==> src/rtl/nibble_serial_accumulator.sv <==
// Nibble-serial frame accumulator: each accepted 4-bit operand is added into
// an ACC_W-bit accumulator one nibble per cycle through a single 4-bit adder.
// A frame ends on an operand flagged in_last; its sum, sticky overflow and
// operand count are then offered on a valid/ready output handshake.

module full_adder_4b (
  input  logic [3:0] a,
  input  logic [3:0] b,
  input  logic       c_in,
  output logic [3:0] s,
  output logic       c_out
);
  assign {c_out, s} = {1'b0, a} + {1'b0, b} + {4'b0000, c_in};
endmodule

module nibble_serial_accumulator #(
  parameter int ACC_W = 8,
  parameter int CNT_W = 8
) (
  input  logic             clk,
  input  logic             rst,
  input  logic             in_valid,
  output logic             in_ready,
  input  logic [3:0]       in_data,
  input  logic             in_last,
  output logic             out_valid,
  input  logic             out_ready,
  output logic [ACC_W-1:0] out_sum,
  output logic             out_ovf,
  output logic [CNT_W-1:0] out_count
);
  localparam int NIB = ACC_W / 4;
  localparam int KW  = (NIB > 1) ? $clog2(NIB) : 1;
  localparam logic [KW-1:0] K_LAST = KW'(NIB - 1);

  typedef enum logic [1:0] {IDLE, ADD, DONE} state_t;

  state_t           state, state_nxt;
  logic [ACC_W-1:0] acc;
  logic             carry;
  logic [KW-1:0]    k;
  logic [3:0]       opnd;
  logic             last_r;
  logic             ovf;
  logic [CNT_W-1:0] cnt;

  logic             k_first, k_last;
  logic [3:0]       fa_a, fa_b, fa_s;
  logic             fa_ci, fa_co;

  assign k_first = (k == '0);
  assign k_last  = (k == K_LAST);

  // The operand enters only on nibble 0; higher nibbles just ripple the carry.
  assign fa_a  = acc[{k, 2'b00} +: 4];
  assign fa_b  = k_first ? opnd : 4'h0;
  assign fa_ci = k_first ? 1'b0 : carry;

  full_adder_4b u_fa (
    .a     (fa_a),
    .b     (fa_b),
    .c_in  (fa_ci),
    .s     (fa_s),
    .c_out (fa_co)
  );

  // State register
  always_ff @(posedge clk) begin
    if (rst) state <= IDLE;
    else     state <= state_nxt;
  end

  // Next-state: ADD walks all nibbles, then DONE only if the frame closed
  always_comb begin
    state_nxt = state;
    case (state)
      IDLE:    if (in_valid)  state_nxt = ADD;
      ADD:     if (k_last)    state_nxt = last_r ? DONE : IDLE;
      DONE:    if (out_ready) state_nxt = IDLE;
      default:                state_nxt = IDLE;
    endcase
  end

  // Handshake outputs decoded from state only
  always_comb begin
    in_ready  = 1'b0;
    out_valid = 1'b0;
    case (state)
      IDLE:    in_ready  = 1'b1;
      DONE:    out_valid = 1'b1;
      default: ;
    endcase
  end

  // Datapath: operand capture, nibble-serial add, frame clear
  always_ff @(posedge clk) begin
    if (rst) begin
      acc    <= '0;
      carry  <= 1'b0;
      k      <= '0;
      opnd   <= 4'h0;
      last_r <= 1'b0;
      ovf    <= 1'b0;
      cnt    <= '0;
    end else begin
      case (state)
        IDLE: if (in_valid) begin
          opnd   <= in_data;
          last_r <= in_last;
          k      <= '0;
          carry  <= 1'b0;
          if (cnt != '1) cnt <= cnt + CNT_W'(1);
        end
        ADD: begin
          acc[{k, 2'b00} +: 4] <= fa_s;
          carry <= fa_co;
          k     <= k_last ? '0 : k + KW'(1);
          if (k_last && fa_co) ovf <= 1'b1;
        end
        DONE: if (out_ready) begin
          acc <= '0;
          ovf <= 1'b0;
          cnt <= '0;
        end
        default: ;
      endcase
    end
  end

  assign out_sum   = acc;
  assign out_ovf   = ovf;
  assign out_count = cnt;

endmodule

==> config.mk <==
export PLATFORM = sky130hd
export DESIGN_NAME = nibble_serial_accumulator
export DESIGN_NICKNAME = d
export VERILOG_FILES = /design/src/rtl/nibble_serial_accumulator.sv
export SDC_FILE = /design/constraint.sdc
export NUM_CORES = 1
export LEC_CHECK = 0
export BUFFER_PORTS_ARGS = -buffer_cell sky130_fd_sc_hd__buf_2
export CAP_MARGIN = 20
export CORE_ASPECT_RATIO = 0.9
export CORE_MARGIN = 2
export CORE_UTILIZATION = 48
export DETAILED_ROUTE_END_ITERATION = 8
export GPL_TIMING_DRIVEN = 0
export PLACE_DENSITY = 0.73
export SYNTH_ARGS = -nofsm -noshare
export SYNTH_HDL_FRONTEND = slang
export SYNTH_SLANG_ARGS = --single-unit
==> constraint.sdc <==
create_clock -name clk -period 1.9 [get_ports clk]
set_input_delay 0.38 -clock clk [delete_from_list [all_inputs] [get_ports clk]]
set_output_delay 0.38 -clock clk [all_outputs]
set_load 0.01 [all_outputs]
Word level (Yosys, flattened, before mapping)
Index checks and enable logic that the tools add are counted.
Widths: inputs -> output; s select.

storage, ports and cells
  bits in registers = 26
  output and inout bits = 19
  logic and storage cells = 57

cells by class
  add/sub/neg operators = 5
  eq/ne operators = 8
  shifts and indexed selects = 3
  multiplexer cells = 22
  reductions and logical operators = 11

operators by type and width
  kind                   count
  $pmux 8 s2             2
  $mux 8                 3
  $ne 2x2->1 const B     5
  $add 8x1->8 const B    1
  $bwmux 8               1
  $mux 2                 4
  $ne 8x8->1 const B     1
  $shift 4x5->8 const A  1
  $shiftx 4x5->8         1
  $shiftx 8x4->4         1
  $mux 1                 7
  $pmux 1 s2             3
  $pmux 2 s3             1
  $reduce_and 2->1       3
  $reduce_and 3->1       2
  $reduce_bool 2->1      3
  $add 4x4->5            1
  $add 5x1->5            1
  $neg 3->5              1
  $mux 4                 1
  $reduce_and 4->1       1
  $eq 2x1->1 const B     1
  $eq 2x2->1 const B     1
  $logic_not 2->1        1
  2 further kinds        2

Logic depth before layout (Yosys ltp)
  word-level depth = 6
  depth in mapped cells = 9

Hierarchy
From an unflattened synthesis, not the netlist that was laid out.

second synthesis, totals
  cell total of the unflattened synthesis = 150
  area, all modules = 1335.0 µm²

by module, submodules not included
  module                     instances  cells each  area an instance (µm²)  seq. area each (µm²)
  nibble_serial_accumulator  1          134         1191.1                  520.5
  full_adder_4b              1          16          143.9                   0.0

Least setup slack after synthesis
No wires, ideal clock.

  path type = reg-to-reg
  start point = register k
  end point = register ovf, in the netlist out_ovf
  library setup time = 0.132 ns
  arrival = 1.981 ns
  required time = 1.768 ns
  setup slack = -0.212 ns
  cell stages (with the launch flop) = 10
  period minus slack after synthesis = 2.112 ns
  path through = dfxtp_1 > buf_1 > mux2i_1 > fa_1 > inv_1 > fa_1 > a21oi_1 > nor2b_1 > o211ai_1 > a21oi_1

between the ends
  cells in the longest elaborated chain, start to end = 6
  elaborated cells between the ends (all ways) = 8
  those cells by class = add/sub: 2; eq/ne: 1; shift: 1; mux: 2; reduce/logical: 2

ends and longest elaborated chain
  item                                      line    source
  start, declared                           41      logic [KW-1:0] k;
  start signal, assigned                    117     k <= k_last ? '0 : k + KW'(1);
  $shiftx 8x4->4 or $mux 4 (tied branches)  55, 56
  $add 4x4->5                               13      assign {c_out, s} = {1'b0, a} + {1'b0, b} + {4'b0000, c_in};
  $add 5x1->5                               13
  $logic_and 1x1->1 (*)                     118     if (k_last && fa_co) ovf <= 1'b1;
  $ne 2x2->1 (no source line) (*)           n/a
  $reduce_and 3->1 (no source line) (*)     n/a
  end signal, assigned                      103     ovf <= 1'b0;
  end signal, assigned                      118
  end signal, assigned                      122     ovf <= 1'b0;
  end, declared                             44      logic ovf;

Mark *: on every way between the ends. The rest lies on a longest branch, timed or not.
A chain may end at the register's enable or synchronous reset.

Final worst setup path
Same ends and word-level chain as after synthesis.

==> key figures <==
Status
  – Status: complete, but fails checks
  – Violated checks: setup timing

Critical path
  – WP data arrival: 2200 ps
  – Reg-to-Reg Start: k
  – R2R setup slack: -80 ps
  – Crit-path max FO: 8
  – Startpoint types: flip-flop
  – Worst setup path startpoint: k
  – CP required: 2120 ps
  – Worst setup path class: reg -> reg
  – Critical Path End Type: flip-flop

Floorplan
  – Die Wd: ~61 um
  – Initial Util: between 50 and 60%
  – Num ports: 28
  – DIE AREA: 0.003321 mm2
  – Die H: approximately 55 um
  – Rows: 18
  – Core box area: roughly 0.0027 mm2

Pwr
  – Peak VDD IR: 0.3410 mV
  – Pwr Density: 677.1 mW/mm2
  – Power, Total: ~1.2 mW
  – Leak pwr: 0.7455 nW

Global route
  – Total GRT Usage: between 20 and 25%
  – Vias in the first global route: between 1000 and 1500
  – Grt ovf: 0
  – Pin count of the biggest net entering global routing: 16
  – First-pass GRT wire length: approximately 5400 um
  – Initial antenna violation count: 0

Drt
  – WL/cell: between 10 and 15 um
  – Antenna Nets Post-Route: 0
  – Vias per cell: approximately 5.5
  – Routed via count: 1283
  – DRC: 0
  – Routed WL: approximately 3300 um
  – DR iter-0 viols: between 60 and 70
  – DRT Pass-1 Iters: 4

Yosys
  – Post-synthesis register bit count: 26
  – Sequential area share after synthesis: around 38%
  – Top area cells in the synthesized netlist: dfxtp_1 (38%), nand2_1 (5.2%), nor2_1 (4.6%), a21oi_1 (4.4%), nor2b_1 (4.1%)
  – Post-synth EDFFs: 0
  – Post-synth top flop: dfxtp_1
  – Leading area contributor after synthesis: dfxtp_1
  – Post-synth cell types: 42
  – Gate Count Post-Synth: around 160
  – Cell with the most instances after synthesis: dfxtp_1
  – Syn Nets: approximately 170
  – Top-area cell type share of the netlist area: between 30% and 40%
  – Mapped Area: 0.001380 mm2
  – Most frequent cells after synthesis: dfxtp_1 (26), nand2_1 (19), nor2_1 (17), a21oi_1 (12), nor2b_1 (9)
  – Synth Area per Inst: 8.735 um2
  – Synth Warn #: 0
  – Async set or reset register ratio after synthesis: 0%

Clocking
  – CTS root buffer: clkbuf_4
  – CTS Buf Count: 3
  – CTS tree: yes
  – Hold_buf cts: 0
  – Bufs on Longest Clock Path: 2
  – H-Tree Level Count: 1
  – Latest clock arrival within the worst-skew pair: around 330 ps
  – CTS Sinks: 26
  – Clk slew on worst S/H paths: 160 ps

Placed design
  – Placed wire-length estimate: roughly 2400 um
  – Setup slack at placement: -197.0 ps
  – GPL Wtd Cong: 0.7975
  – PortBufs: 26

Cells and area
  – Final core utilization: between 60 and 70%
  – Share of layout cells above drive strength 1: between 30 and 40%
  – Final net count: ~210
  – Area Overhead vs Synth: 24.12%
  – # diodes: 0

STA
  – Fmax: about 500 MHz
  – Worst slew pin tran: approximately 580 ps
  – Fin. max-slew vios: 0
  – Setup violators final: 4
  – Final min period: 1978 ps
  – Worst relative slew slack: between 60 and 70%
  – Final period utilization: 104.1%
  – Worst setup margin: -77.63 ps
  – Final hold viol count: 0
  – RSZ-0062 raised after global routing: true
  – TNS Setup: -102.7 ps
  – Final setup skew: ~5.3 ps

Hold path
  – Min-Delay Startpoint: in_data[2]
  – Hold Crit Class: in -> reg

Flow run
  – Max Cap Violations: 0
==> state kept, by name, indices dropped and copies added, names as in the netlist <==
name and cells:
last_r 1, k 1, out_sum 8, opnd 4, carry 1, out_ovf 1, state 2, out_count 8
==> where the power goes <==
part	total (mW)	leakage (nW)	internal (mW)	switching (mW)
Combinational	0.182	0.506	0.0832	0.0985
Sequential	0.582	0.211	0.564	0.0173
Clock	0.396	0.0279	0.213	0.183
==> kinds of logic (layout without fill, tap and decap cells) <==
| logic type | Yosys count | after routing | share of synthesized area, % |
|---|---|---|---|
| buffers and inverters | 11 | 45 | 3.807 |
| xor gates and xnor gates | 1 | 1 | 0.6347 |
| muxes | 5 | 5 | 3.989 |
| and+or+nand+nor | 75 | 75 | 30.55 |
| DFF | 26 | 26 | 37.72 |
| AOI/OAI and AO/OA | 34 | 34 | 16.77 |
| adders and majority gates | 6 | 6 | 6.528 |
==> critical path, stage by stage (launching register included) <==
cell and delay (ps):
dfxtp_2 370, buf_6 140, mux2i_4 220, fa_2 230, inv_2 40, fa_2 360, a21oi_2 160, nor2b_2 60
o211ai_1 180, a21oi_1 90
==> routing by layer <==
metal,global-route usage (%),wire [um],vias up
met3,2.837,110,5
met1,31.32,1634,618
met2,35.51,1557,27
met5,0,0,-
li1,-,-,633
met4,6.522,32,0
==> final timing paths <==
check / end / cells after the start
worst min-delay path: opnd[2] / 3
worst max-delay path: out_ovf / 9
worst max register to register: out_ovf / 9
worst min register to register: opnd[2] / 2
==> placed cells by master, fill, tap and decap left out, types with 5 or more instances in the layout <==
| master | netlist | routed |
|---|---|---|
| nand3b_1 | 6 | 6 |
| buf_2 | 0 | 26 |
| nand2_1 | 19 | 19 |
| buf_4 | 1 | 5 |
| a21oi_1 | 12 | 11 |
| nor2b_1 | 9 | 6 |
| nor2_1 | 17 | 17 |
| a22oi_1 | 7 | 5 |
| o211ai_1 | 5 | 5 |
| dfxtp_1 | 26 | 25 |
==> metrics by stage <==
step / instances / hold slack (ps) / area [um2]
floorplan: 158 / 431.8 / 1393
global placement: 224 / 444.2 / 1573
detailed placement: 224 / 448.0 / 1573
CTS: 231 / 259.5 / 1670
global route: 232 / 270.3 / 1713
finish: 232 / 266.3 / 1713
==> repair_timing <==
action | 4_1_cts | 5_1_grt
endpoints found under the hold margin | 0 | 0
gates resized for setup | 7 | 13
setup buffers | 3 | 1
setup endpoints to repair | 8 | 12
pin swaps | 2 | 3
==> cell type report <==
| type | count | area (um2) |
|---|---|---|
| Buffer | 7 | 46.29 |
| Tap cell | 40 | 50.05 |
| Multi-Input combinational cell | 121 | 867.1 |
| Clock inverter | 1 | 30.03 |
| Clock buffer | 3 | 22.52 |
| Sequential cell | 26 | 521.8 |
| Fill cell | 248 | 1035 |
| Timing Repair Buffer | 30 | 160.2 |
| Inverter | 4 | 15.01 |
Note: power is estimated with default switching activity, not from simulation.
